--- src/rtl/lcd_pkg.sv ---
// lcd_pkg: shared FSM states, command prefixes and DDRAM wrap constants for lcd_responder.
// Contents: lcd_state_t, CMD_* prefix bytes (decoded by magnitude = highest set bit),
//           WRAP_* line boundaries, next_addr() address stepping with line wrap.
package lcd_pkg;

    typedef enum logic [2:0] {
        INIT_3A, INIT_3B, INIT_3C, INIT_2, HI_NIB, LO_NIB, BUSY
    } lcd_state_t;

    localparam logic [7:0] CMD_SET_DDRAM   = 8'h80;
    localparam logic [7:0] CMD_SET_CGRAM   = 8'h40;
    localparam logic [7:0] CMD_FUNC_SET    = 8'h20;
    localparam logic [7:0] CMD_SHIFT       = 8'h10;
    localparam logic [7:0] CMD_DISP_CTRL   = 8'h08;
    localparam logic [7:0] CMD_ENTRY_MODE  = 8'h04;
    localparam logic [7:0] CMD_RETURN_HOME = 8'h02;
    localparam logic [7:0] CMD_CLEAR       = 8'h01;

    localparam logic [6:0] WRAP_L1_END   = 7'h27;
    localparam logic [6:0] WRAP_L2_START = 7'h40;
    localparam logic [6:0] WRAP_L2_END   = 7'h67;

    // The two display lines form one 80-character ring: 0x27 <-> 0x40 and 0x67 <-> 0x00.
    function automatic logic [6:0] next_addr(input logic [6:0] a, input logic inc);
        return inc ? ((a == WRAP_L1_END) ? WRAP_L2_START : (a == WRAP_L2_END) ? 7'h00 : a + 7'd1)
                   : ((a == WRAP_L2_START) ? WRAP_L1_END : (a == 7'h00) ? WRAP_L2_END : a - 7'd1);
    endfunction

endpackage

--- src/rtl/lcd_frame_buffer.sv ---
// lcd_frame_buffer: 32x8 visible-character store for lcd_responder.
// Ports: i_clk clock; i_we/i_addr/i_data DDRAM write; i_clear fills every entry with 0x20;
//        i_rd_addr/o_rd_char registered read port (1-cycle latency).
// DDRAM 0x00-0x0F -> entries 0-15, 0x40-0x4F -> entries 16-31; other addresses are not stored.
module lcd_frame_buffer (
    input  logic       i_clk,
    input  logic       i_we,
    input  logic [6:0] i_addr,
    input  logic [7:0] i_data,
    input  logic       i_clear,
    input  logic [4:0] i_rd_addr,
    output logic [7:0] o_rd_char
);
    logic [7:0] r_mem [32];
    logic       w_hit;
    logic [4:0] w_idx;

    // Both visible windows have address bits [5:4] clear; bit 6 selects the line.
    assign w_hit = (i_addr[5:4] == 2'b00);
    assign w_idx = {i_addr[6], i_addr[3:0]};

    always_ff @(posedge i_clk) begin
        if (i_clear) begin
            for (int i = 0; i < 32; i++) r_mem[i] <= 8'h20;
        end else if (i_we && w_hit) begin
            r_mem[w_idx] <= i_data;
        end
        o_rd_char <= r_mem[i_rd_addr];
    end
endmodule

--- src/rtl/lcd_responder.sv ---
// lcd_responder: HD44780-style 4-bit bus responder (init check, byte assembly, command decode, busy model).
// Ports: Clock, Reset (async active-low); iLCD_* asynchronous LCD bus inputs;
//        oByteValid/oByte/oIsData accepted byte; oDdramAddr, oBusy, oInitDone, oDispCtrl,
//        oProtocolError (sticky); iRdAddr/oRdChar frame-buffer read port.
// Option: define LCD_RESPONDER_FRAMEBUF_EN to include the lcd_frame_buffer; otherwise oRdChar is 0.
module lcd_responder
    import lcd_pkg::*;
#(
    parameter int CMD_BUSY_CYCLES   = 2000,
    parameter int CLEAR_BUSY_CYCLES = 82000
) (
    input  logic       Clock,
    input  logic       Reset,
    input  logic       iLCD_Enabled,
    input  logic       iLCD_RegisterSelect,
    input  logic       iLCD_ReadWrite,
    input  logic [3:0] iLCD_Data,
    output logic       oByteValid,
    output logic [7:0] oByte,
    output logic       oIsData,
    output logic [6:0] oDdramAddr,
    output logic       oBusy,
    output logic       oInitDone,
    output logic [2:0] oDispCtrl,
    output logic       oProtocolError,
    input  logic [4:0] iRdAddr,
    output logic [7:0] oRdChar
);
    localparam int MAXC = (CLEAR_BUSY_CYCLES > CMD_BUSY_CYCLES) ? CLEAR_BUSY_CYCLES : CMD_BUSY_CYCLES;
    localparam int CW   = $clog2(MAXC + 1);

    logic [1:0]    r_e_s, r_rs_s, r_rw_s;
    logic [3:0]    r_d_s0, r_d_s1;
    logic          r_e_prev;
    lcd_state_t    r_state;
    logic [3:0]    r_hi;
    logic          r_rs_hi;
    logic          r_id;
    logic [CW-1:0] r_cnt;

    logic       w_rs, w_rw, w_strobe, w_stb, w_complete, w_clr_cmd, w_we, w_clear;
    logic [7:0] w_byte;

    assign w_rs       = r_rs_s[1];
    assign w_rw       = r_rw_s[1];
    assign w_strobe   = r_e_prev && !r_e_s[1];
    assign w_stb      = w_strobe && !w_rw;
    assign w_byte     = {r_hi, r_d_s1};
    assign w_complete = w_stb && (r_state == LO_NIB) && (w_rs == r_rs_hi);
    // Clear Display (0x01) and Return Home (0x02/0x03) take the long busy time.
    assign w_clr_cmd  = !w_rs && (w_byte != 8'h00) && (w_byte < CMD_ENTRY_MODE);
    assign w_we       = w_complete && w_rs;
    assign w_clear    = w_complete && !w_rs && (w_byte == CMD_CLEAR);

    always_ff @(posedge Clock or negedge Reset) begin
        if (!Reset) begin
            r_e_s          <= '0;
            r_rs_s         <= '0;
            r_rw_s         <= '0;
            r_d_s0         <= '0;
            r_d_s1         <= '0;
            r_e_prev       <= 1'b0;
            r_state        <= INIT_3A;
            r_hi           <= '0;
            r_rs_hi        <= 1'b0;
            r_id           <= 1'b1;
            r_cnt          <= '0;
            oByteValid     <= 1'b0;
            oByte          <= '0;
            oIsData        <= 1'b0;
            oDdramAddr     <= '0;
            oBusy          <= 1'b0;
            oInitDone      <= 1'b0;
            oDispCtrl      <= '0;
            oProtocolError <= 1'b0;
        end else begin
            r_e_s      <= {r_e_s[0], iLCD_Enabled};
            r_rs_s     <= {r_rs_s[0], iLCD_RegisterSelect};
            r_rw_s     <= {r_rw_s[0], iLCD_ReadWrite};
            r_d_s0     <= iLCD_Data;
            r_d_s1     <= r_d_s0;
            r_e_prev   <= r_e_s[1];
            oByteValid <= 1'b0;
            if (w_strobe && w_rw) oProtocolError <= 1'b1;
            case (r_state)
                INIT_3A, INIT_3B, INIT_3C, INIT_2: begin
                    if (w_stb) begin
                        if (w_rs || r_d_s1 != ((r_state == INIT_2) ? 4'h2 : 4'h3)) begin
                            oProtocolError <= 1'b1;
                            r_state        <= INIT_3A;
                        end else begin
                            r_state <= lcd_state_t'(r_state + 3'd1);
                            if (r_state == INIT_2) oInitDone <= 1'b1;
                        end
                    end
                end
                HI_NIB: begin
                    if (w_stb) begin
                        r_hi    <= r_d_s1;
                        r_rs_hi <= w_rs;
                        r_state <= LO_NIB;
                    end
                end
                LO_NIB: begin
                    if (w_stb && !w_complete) begin
                        oProtocolError <= 1'b1;
                        r_state        <= HI_NIB;
                    end else if (w_complete) begin
                        oByteValid <= 1'b1;
                        oByte      <= w_byte;
                        oIsData    <= w_rs;
                        oBusy      <= 1'b1;
                        r_state    <= BUSY;
                        r_cnt      <= w_clr_cmd ? CW'(CLEAR_BUSY_CYCLES - 1) : CW'(CMD_BUSY_CYCLES - 1);
                        // Priority decode: the highest set bit of the command selects its class.
                        if (w_rs) begin
                            oDdramAddr <= next_addr(oDdramAddr, r_id);
                        end else if (w_byte >= CMD_SET_DDRAM) begin
                            oDdramAddr <= w_byte[6:0];
                            if ({1'b0, w_byte[5:0]} > WRAP_L1_END) oProtocolError <= 1'b1;
                        end else if (w_byte >= CMD_SET_CGRAM) begin
                            oDdramAddr <= oDdramAddr;
                        end else if (w_byte >= CMD_FUNC_SET) begin
                            if (w_byte[4]) oProtocolError <= 1'b1;
                        end else if (w_byte >= CMD_SHIFT) begin
                            oDdramAddr <= oDdramAddr;
                        end else if (w_byte >= CMD_DISP_CTRL) begin
                            oDispCtrl <= w_byte[2:0];
                        end else if (w_byte >= CMD_ENTRY_MODE) begin
                            r_id <= w_byte[1];
                        end else if (w_byte >= CMD_CLEAR) begin
                            oDdramAddr <= '0;
                        end
                    end
                end
                BUSY: begin
                    if (w_stb) oProtocolError <= 1'b1;
                    if (r_cnt == '0) begin
                        oBusy   <= 1'b0;
                        r_state <= HI_NIB;
                    end else begin
                        r_cnt <= r_cnt - 1'b1;
                    end
                end
                default: r_state <= INIT_3A;
            endcase
        end
    end

`ifdef LCD_RESPONDER_FRAMEBUF_EN
    lcd_frame_buffer u_frame_buffer (
        .i_clk     (Clock),
        .i_we      (w_we),
        .i_addr    (oDdramAddr),
        .i_data    (w_byte),
        .i_clear   (w_clear),
        .i_rd_addr (iRdAddr),
        .o_rd_char (oRdChar)
    );
`else
    logic w_unused;
    assign w_unused = ^{iRdAddr, w_we, w_clear};
    assign oRdChar  = 8'h00;
`endif
endmodule

--- config.mk ---
export PLATFORM = sky130hd
export DESIGN_NAME = lcd_responder
export DESIGN_NICKNAME = d
export VERILOG_FILES = /design/src/rtl/lcd_pkg.sv /design/src/rtl/lcd_frame_buffer.sv /design/src/rtl/lcd_responder.sv
export SDC_FILE = /design/constraint.sdc
export NUM_CORES = 1
export LEC_CHECK = 0
export CAP_MARGIN = 20
export CORE_UTILIZATION = 37
export DETAILED_ROUTE_END_ITERATION = 7
export GPL_TIMING_DRIVEN = 1
export PLACE_DENSITY = 0.62
export SLEW_MARGIN = 30
export SYNTH_ARGS = -nofsm -noshare
export SYNTH_HDL_FRONTEND = slang
export SYNTH_HIERARCHICAL = 1
export SYNTH_SLANG_ARGS = --single-unit
--- constraint.sdc ---
create_clock -name Clock -period 2.4 [get_ports Clock]
set_input_delay 0.48 -clock Clock [delete_from_list [all_inputs] [get_ports Clock]]
set_output_delay 0.48 -clock Clock [all_outputs]
set_load 0.01 [all_outputs]
* Word-level counts from Yosys, hierarchy flattened
Cells that the tools add are included.
Storage, ports and cells: input bits 14, output and inout port bits 31, bits in registers 64
Cells by class: add/subtract/negate cells 4, reduce and logical (&&, ||, !) cells 29, order comparisons 9, mux-type cells 46, equal/unequal tests 23, bitwise gates (word level) 8
Operators with widths (count):
- two-way mux 7 bit | 13
- two-way mux 17 bit | 4
- case mux 17 bit (2 select lines) | 1
- two-way mux 1 bit | 19
- two-way mux 3 bit | 6
- AND reduction 9 bit | 2
- zero test 17 bit | 1
- subtractor 17 x 1 -> 17 bit (second input constant) | 1
- AND reduction 4 bit | 4
- inequality test 3 bit (second input constant) | 5
- == test 7 bit (second input constant) | 2
- inequality test 2 bit (second input constant) | 6
- case mux 3 bit (4 select lines) | 1
- AND reduction 10 bit | 1
- == test 3 bit (second input constant) | 3
- greater-or-equal comparator 8 x 1 -> 1 bit (second input constant) | 1
- greater-or-equal comparator 8 x 3 -> 1 bit (second input constant) | 1
- greater-or-equal comparator 8 x 4 -> 1 bit (second input constant) | 1
- greater-or-equal comparator 8 x 5 -> 1 bit (second input constant) | 1
- greater-or-equal comparator 8 x 6 -> 1 bit (second input constant) | 1
- greater-or-equal comparator 8 x 7 -> 1 bit (second input constant) | 1
- greater-or-equal comparator 8 bit (second input constant) | 1
- logical AND 1 bit | 8
- < comparator 8 x 3 -> 1 bit (second input constant) | 1
- other kinds (23) | 34

* Depth between registers and ports, before layout
Gate-level depths: netlist (run 1).
word-level depth 12, mapped depth 9

* Worst setup path after synthesis (run 1)
No wires, ideal clock.
kind register to register, start register r_cnt[9], end register r_cnt[15], buffers on the path 0, stages on the path, launching flop included 6, required time 2.323 ns, arrival time 2.205 ns, path slack 0.117 ns, clock period less this slack 2.283 ns, path through dfrtp_1 or4_4 or3_4 or4_1 or4_1 a21oi_1
Between the ends: longest elaborated chain between the ends 3, elaborated cells on any way between the ends 6, those cells by class 1 x add/sub; 1 x eq/ne; 2 x mux; 2 x reduce/logical
Ends and longest elaborated chain:
- from (decl) | RTL line lcd_responder.sv:39 | logic [CW-1:0] r_cnt;
- from (signal assigned) | RTL line lcd_responder.sv:114 | r_cnt <= w_clr_cmd ? CW'(CLEAR_BUSY_CYCLES - 1) : CW'(CMD_BUSY_CYCLES - 1);
- from (signal assigned) | RTL line lcd_responder.sv:142 | r_cnt <= r_cnt - 1'b1;
- subtractor 17 x 1 -> 17 bit or zero test 17 bit (tied branches) | RTL line lcd_responder.sv:142, lcd_responder.sv:138
- two-way mux 17 bit or inequality test 2 bit (tied branches)
- case mux 17 bit (2 select lines) or AND reduction 4 bit (tied branches)
Parallel ways exist; a longest one is shown, timed or not. The select of a mux whose other input is x is not followed. A chain may end at the register's enable or synchronous reset.

* Worst setup path in the final report (run 1)
Ends and elaborated chain as after synthesis.

==> results.json, run 1 <==
{
  "outcome": "finished clean",
  "syn2layout_area_growth_pct": 22.8,
  "final_layout_size_suffix_gt1_frac": 0.137,
  "crit_fanout": 4,
  "start_kind": "flip-flop",
  "hold_viol_final": 0,
  "routabilityCongestion": 0.916,
  "crit_slowest_cell": "or4_4",
  "ioPinCount": 45,
  "die_w_um": 97.1,
  "cts_made_buffers": 9,
  "drc": 0,
  "cts_tree": "done",
  "start_util": 0.384,
  "drtIter0Drc": 224,
  "rsz0062_at_grt": "no",
  "power_density_nw_per_um2": 546,
  "stdcell_count": 509,
  "postSynthAreaPerCell_sq_um": 9.73,
  "firstDrtPassIters": 4,
  "ctsHoldBuffers": 0,
  "root_buffer": "clkbuf_8",
  "period_minus_slack_ns": 2.35,
  "diodes": 0,
  "clockBufferDepth": 2,
  "worst_slew_pin_slew_ns": 0.510,
  "synth-edff-count": 0,
  "critPathTopFamily": "simple AND/OR/NAND/NOR gates",
  "clk_pin_slew_ns": 0.08,
  "slowest_delay_ns": 0.55,
  "antenna_found_initial": 0,
  "crit_chain": "or4_4 > or3_4 > or4_4 > or4_1 > a21oi_1",
  "synth_cells": 344,
  "setup_viol": 0,
  "ys_types": 66,
  "power.total_mw": 2.25,
  "overflow": 0,
  "netlist_area_sq_um": 3350,
  "vias": 2757,
  "maxSlewViolCount": 0,
  "dp.cells": 492,
  "dp_hpwl_mm": 5.33,
  "placement.setup.worst_slack_ns": 0.0482,
  "routed_via_density": 5.42,
  "irDropWorstVdd_v": 0.000415,
  "grt_max_degree": 65,
  "ys_seq_area_frac": 0.479,
  "end_kind": "flip-flop",
  "fmax_mhz": 425,
  "grt_pass1_wl_mm": 12.9,
  "numPortBuffers": 31,
  "rows": 34,
  "critPathBufInv": 0,
  "yosys_warnings": 6,
  "tns_ns": 0,
  "core_sq_um": 8720,
  "die_y_um": 97.1,
  "fin_area_sq_um": 4110,
  "synth_seq_cells": 64,
  "slew_headroom": 0.659,
  "fin_util": 0.471,
  "htreeDepth": 3,
  "final_cell_mix": "63 x dfrtp_1, 48 x nand2_1, 30 x clkdlybuf4s50_1",
  "wirelength_mm": 7.53,
  "clock-sinks": 64,
  "clock_skew_ns": 0.0113,
  "synth_ff_type": "dfrtp_1",
  "grt_pass1_vias": 2700,
  "fillers": 805,
  "drtAntennaViolNets": 0,
  "grt_usage": 0.170,
  "setup_ws_ns": 0.0483,
  "drv_cap": 0,
  "p_leak_nw": 1.95,
  "hold_ws_ns": 0.135,
  "fin_crit_sh": 0.980,
  "critPathKind": "flip-flop to flip-flop",
  "insertion_delay_ns": 0.35,
  "worstPathArrival_ns": 2.62,
  "die-area_sq_um": 9430,
  "required_ns": 2.67,
  "layout_commonest_cell": "dfrtp_1",
  "dpl_cell_area_sq_um": 3870,
  "async_reset_ff_frac": 1.00,
  "hold_path_class": "input pin to async pin",
  "crit_top_cell": "or4_4",
  "nets": 419,
  "drt-wirelength-per-cell_um": 14.8
}
## layer usage
metal,track usage,vias up,part of all wire
met3,0.0396,8,0.043
met2,0.262,70,0.46
met4,0.0597,0,0.010
li1,-,1345,-
met5,0,-,0
met1,0.233,1334,0.49
## power breakdown
part | switching (mW) | internal, mW | total [mW]
clock network | 0.463 | 0.597 | 1.06
logic | 0.0546 | 0.0327 | 0.0874
registers | 0.00790 | 1.09 | 1.10
total | 0.526 | 1.72 | 2.25
## final timing paths
kind | startpoint | endpoint | slack (ns) | cells after the start
worst max-delay path | r_cnt[9]$_DFFE_PN0P_ | r_cnt[15]$_DFFE_PN0P_ | 0.05 | 5
worst min-delay path | Reset | r_cnt[0]$_DFFE_PN0P_ | 0.14 | 2
worst max register to register | r_cnt[9]$_DFFE_PN0P_ | r_cnt[15]$_DFFE_PN0P_ | 0.05 | 5
worst min register to register | r_e_s[0]$_DFF_PN0_ | r_e_s[1]$_DFF_PN0_ | 0.35 | 0
max in group asynchronous | Reset | r_id$_DFFE_PN1P_ | 1.94 | 2
min in group Clock | r_e_s[0]$_DFF_PN0_ | r_e_s[1]$_DFF_PN0_ | 0.35 | 0
## cell usage after synthesis, types with 2 or more instances
| library cell | instances | area share |
|---|---|---|
| clkbuf_1 | 9 | 0.010 |
| mux2i_1 | 4 | 0.012 |
| a31oi_1 | 6 | 0.011 |
| xor2_1 | 2 | 0.0052 |
| buf_4 | 10 | 0.022 |
| inv_2 | 3 | 0.0034 |
| nor3_1 | 8 | 0.012 |
| o21ai_1 | 15 | 0.022 |
| and4_1 | 3 | 0.0079 |
| mux2_1 | 9 | 0.030 |
| a22oi_1 | 2 | 0.0045 |
| and3_1 | 6 | 0.011 |
| dfrtp_1 | 63 | 0.47 |
| inv_1 | 14 | 0.016 |
| o22ai_1 | 2 | 0.0037 |
| nor4_1 | 4 | 0.0075 |
| a21o_1 | 5 | 0.011 |
| and2_1 | 3 | 0.0056 |
| a311oi_1 | 2 | 0.0052 |
| or4_1 | 7 | 0.016 |
| o41ai_1 | 2 | 0.0052 |
| a31o_1 | 3 | 0.0079 |
| nand2_1 | 48 | 0.054 |
| nor2_1 | 16 | 0.018 |
| o31ai_1 | 9 | 0.020 |
| ha_1 | 9 | 0.034 |
| nand2b_1 | 4 | 0.0075 |
| a22o_1 | 2 | 0.0052 |
| o211ai_1 | 2 | 0.0045 |
| or3_1 | 2 | 0.0037 |
| a21oi_1 | 16 | 0.024 |
| o21ai_0 | 9 | 0.013 |
| a2bb2oi_1 | 2 | 0.0052 |
| o21a_1 | 3 | 0.0067 |
| nand3_1 | 9 | 0.013 |
## repair_timing
action / CTS / global route
setup buffers: 0 / 1
setup endpoints to repair: 0 / 2
gates resized for setup: 0 / 2
## cell type report
class,instances,area [sq um],share of cell area
inverters,17,63.8,0.0155
well taps,108,135,0.0329
multi-input cells,250,1590,0.387
clock buffers,9,124,0.0301
flip-flops and latches,64,1600,0.390
clock inverters,7,104,0.0253
repair buffers,54,490,0.119
## worst register-to-register path, stage by stage (launching register included)
cell and delay, ns:
dfrtp_1 0.41, or4_4 0.55, or3_4 0.36, or4_4 0.42, or4_1 0.40, a21oi_1 0.15
## logic make-up after synthesis
kind of cell / after synthesis / share of synthesized area
muxes: 13 / 0.0422
xor gates and xnor gates: 3 / 0.00785
AOI/OAI and AO/OA: 91 / 0.180
and+or+nand+nor: 126 / 0.201
DFF: 64 / 0.479
buffers and inverters: 37 / 0.0550
other: 1 / 0.00112
adders and majority gates: 9 / 0.0336
## flip-flops by register name, indices dropped and copies added, names as in the netlist
| register | count |
|---|---|
| oBusy | 1 |
| oByte | 8 |
| oByteValid | 1 |
| oDdramAddr | 7 |
| oDispCtrl | 3 |
| oInitDone | 1 |
| oIsData | 1 |
| oProtocolError | 1 |
| r_cnt | 17 |
| r_d_s0 | 4 |
| r_d_s1 | 4 |
| r_e_prev | 1 |
| r_e_s | 2 |
| r_hi | 4 |
| r_id | 1 |
| r_rs_hi | 1 |
| r_rs_s | 2 |
| r_rw_s | 2 |
| r_state | 3 |
Power figures use the tool's default switching activity.
==> run 2, diff against run 1 <==
- CORE_ASPECT_RATIO: unset -> 1.75
==> run 2 against run 1 <==
Critical endpoint unchanged. Final cell count is 1.4% higher. Highest routed layer unchanged. Largest power group is now clock. Clock skew is 0.0035 ns lower. First-iteration DRC count is 29% lower. Largest cell class unchanged. Hold slack worse by 0.0024 ns. Cell area is 1.7% higher.
==> results.json, run 2 (synthesis gave the netlist of run 1 again) <==
{
  "outcome": "finished clean",
  "r2r_slack_ns": 0.09,
  "rsz0062_at_grt": "no",
  "vias": 2771,
  "cts_made_buffers": 9,
  "stdcell_count": 516,
  "numPortBuffers": 31,
  "fin_crit_sh": 0.964,
  "irDropWorstVdd_v": 0.000346,
  "grt_pass1_wl_mm": 13.6,
  "cts_tree": "done",
  "die-area_sq_um": 9450,
  "seqPwrFrac": 0.442,
  "clockBufferDepth": 2,
  "diodes": 0,
  "end_kind": "flip-flop",
  "drtAntennaViolNets": 0,
  "clock_skew_ns": 0.00774,
  "largest-register": "r_cnt",
  "antenna_found_initial": 0,
  "final_cell_mix": "63 x dfrtp_1, 48 x nand2_1, 30 x clkdlybuf4s50_1",
  "multi_input_area_sq_um": 1590,
  "required_ns": 2.67,
  "clk_pin_slew_ns": 0.06,
  "worstPathArrival_ns": 2.58,
  "grt_pass1_vias": 2802,
  "largest_register_ffs": 17,
  "drtIter0Drc": 159,
  "die_y_um": 128,
  "crit_fanout": 3,
  "grt_max_degree": 65,
  "syn2layout_area_growth_pct": 24.9,
  "hold_viol_final": 0,
  "maxSlewViolCount": 0,
  "ioPinCount": 45,
  "seq_area_sq_um": 1600,
  "firstDrtPassIters": 4,
  "rows": 45,
  "core_sq_um": 8730,
  "layout_commonest_cell": "dfrtp_1",
  "tns_ns": 0,
  "netSwitchingFraction": 0.216,
  "fmax_mhz": 432,
  "insertion_delay_ns": 0.34,
  "dp_hpwl_mm": 5.85,
  "power_density_nw_per_um2": 597,
  "root_buffer": "clkbuf_16",
  "period_minus_slack_ns": 2.31,
  "p_sw_mw": 0.539,
  "fillers": 832,
  "hold_path_class": "input pin to async pin",
  "power_frac_clock": 0.523,
  "clock-sinks": 64,
  "drt-wirelength-per-cell_um": 15.5,
  "routed_via_density": 5.37,
  "grt_usage": 0.192,
  "largestRegisters": "r_cnt x17, oByte x8, oDdramAddr x7",
  "final_layout_size_suffix_gt1_frac": 0.130,
  "start_kind": "flip-flop",
  "routabilityCongestion": 0.879,
  "p_int_mw": 1.96,
  "r2r-start": "r_cnt[9]$_DFFE_PN0P_",
  "cts_setup_buffers": 0,
  "htreeDepth": 3,
  "combPwrFrac": 0.035,
  "p_leak_nw": 1.97,
  "ff2ff_path_depth": 5,
  "rr_endpoint": "r_cnt[15]$_DFFE_PN0P_",
  "drc": 0,
  "nets": 417,
  "dp.cells": 500,
  "critPathKind": "flip-flop to flip-flop",
  "wirelength_mm": 7.98,
  "overflow": 0,
  "start_util": 0.384,
  "drv_cap": 0,
  "setup_viol": 0,
  "die_w_um": 73.9
}
[run 2: changes by cell type in the layout (fill, tap and decap cells not counted), sizes merged]
cell      change
buf           -2
clkbuf        +2
inv           -2
bufinv        -1
clkinvlp      +1
[run 2: worst max-delay path: stages (launching register included)]
cell     delay (ns)
dfrtp_1        0.39
or4_4          0.55
or3_4          0.34
or4_4          0.42
or4_1          0.40
a21oi_1        0.15
[run 2: worst max path at each step]
stage	cells past startpoint	endpoint	startpoint
6_report	5	r_cnt[15]$_DFFE_PN0P_	r_cnt[9]$_DFFE_PN0P_
5_1_grt	5	r_cnt[15]$_DFFE_PN0P_	r_cnt[9]$_DFFE_PN0P_
4_1_cts	5	r_cnt[15]$_DFFE_PN0P_	r_cnt[9]$_DFFE_PN0P_
3_5_place_dp	5	r_cnt[15]$_DFFE_PN0P_	r_cnt[10]$_DFFE_PN0P_
3_3_place_gp	5	r_cnt[15]$_DFFE_PN0P_	r_cnt[9]$_DFFE_PN0P_
2_1_floorplan	5	r_cnt[15]$_DFFE_PN0P_	r_cnt[9]$_DFFE_PN0P_
[run 2: cell type report]
cell class | count | area share
Sequential cell | 64 | 0.383
Clock inverter | 5 | 0.0135
Tap cell | 117 | 0.0350
Timing Repair Buffer | 52 | 0.114
Multi-Input combinational cell | 250 | 0.381
Inverter | 17 | 0.0153
Clock buffer | 11 | 0.0580
[run 2: through the flow]
step                 util  cell area [sq um]  hold WS (ns)  power [mW]  setup slack, ns
global placement    0.444               3870         0.334        1.21           0.0955
detailed placement  0.444               3870         0.336        1.21           0.0760
finish              0.479               4180         0.133        2.49           0.0860
floorplan               -               3370         0.184        1.16            0.117
CTS                 0.478               4170         0.160        2.52           0.0845
global route        0.479               4180         0.176        2.58          0.00421
[run 2: power groups by stage]
stage	combinational (mW)	clock, mW	sequential (mW)
after CTS	0.0908	1.33	1.10
after floorplan	0.0400	0	1.12
after global routing	0.100	1.38	1.10
final	0.0885	1.30	1.10
after detailed placement	0.0906	0	1.12
after global placement	0.0897	0	1.12
[run 2: routing by layer]
layer,routed length [um],track usage
met5,0,0
met4,253,0.105
met3,246,0.0369
met2,4490,0.353
met1,2990,0.197
[run 2: timing repair]
item	CTS	global route
setup endpoints to repair	0	3
hold buffers	0	0
resized for setup	0	2
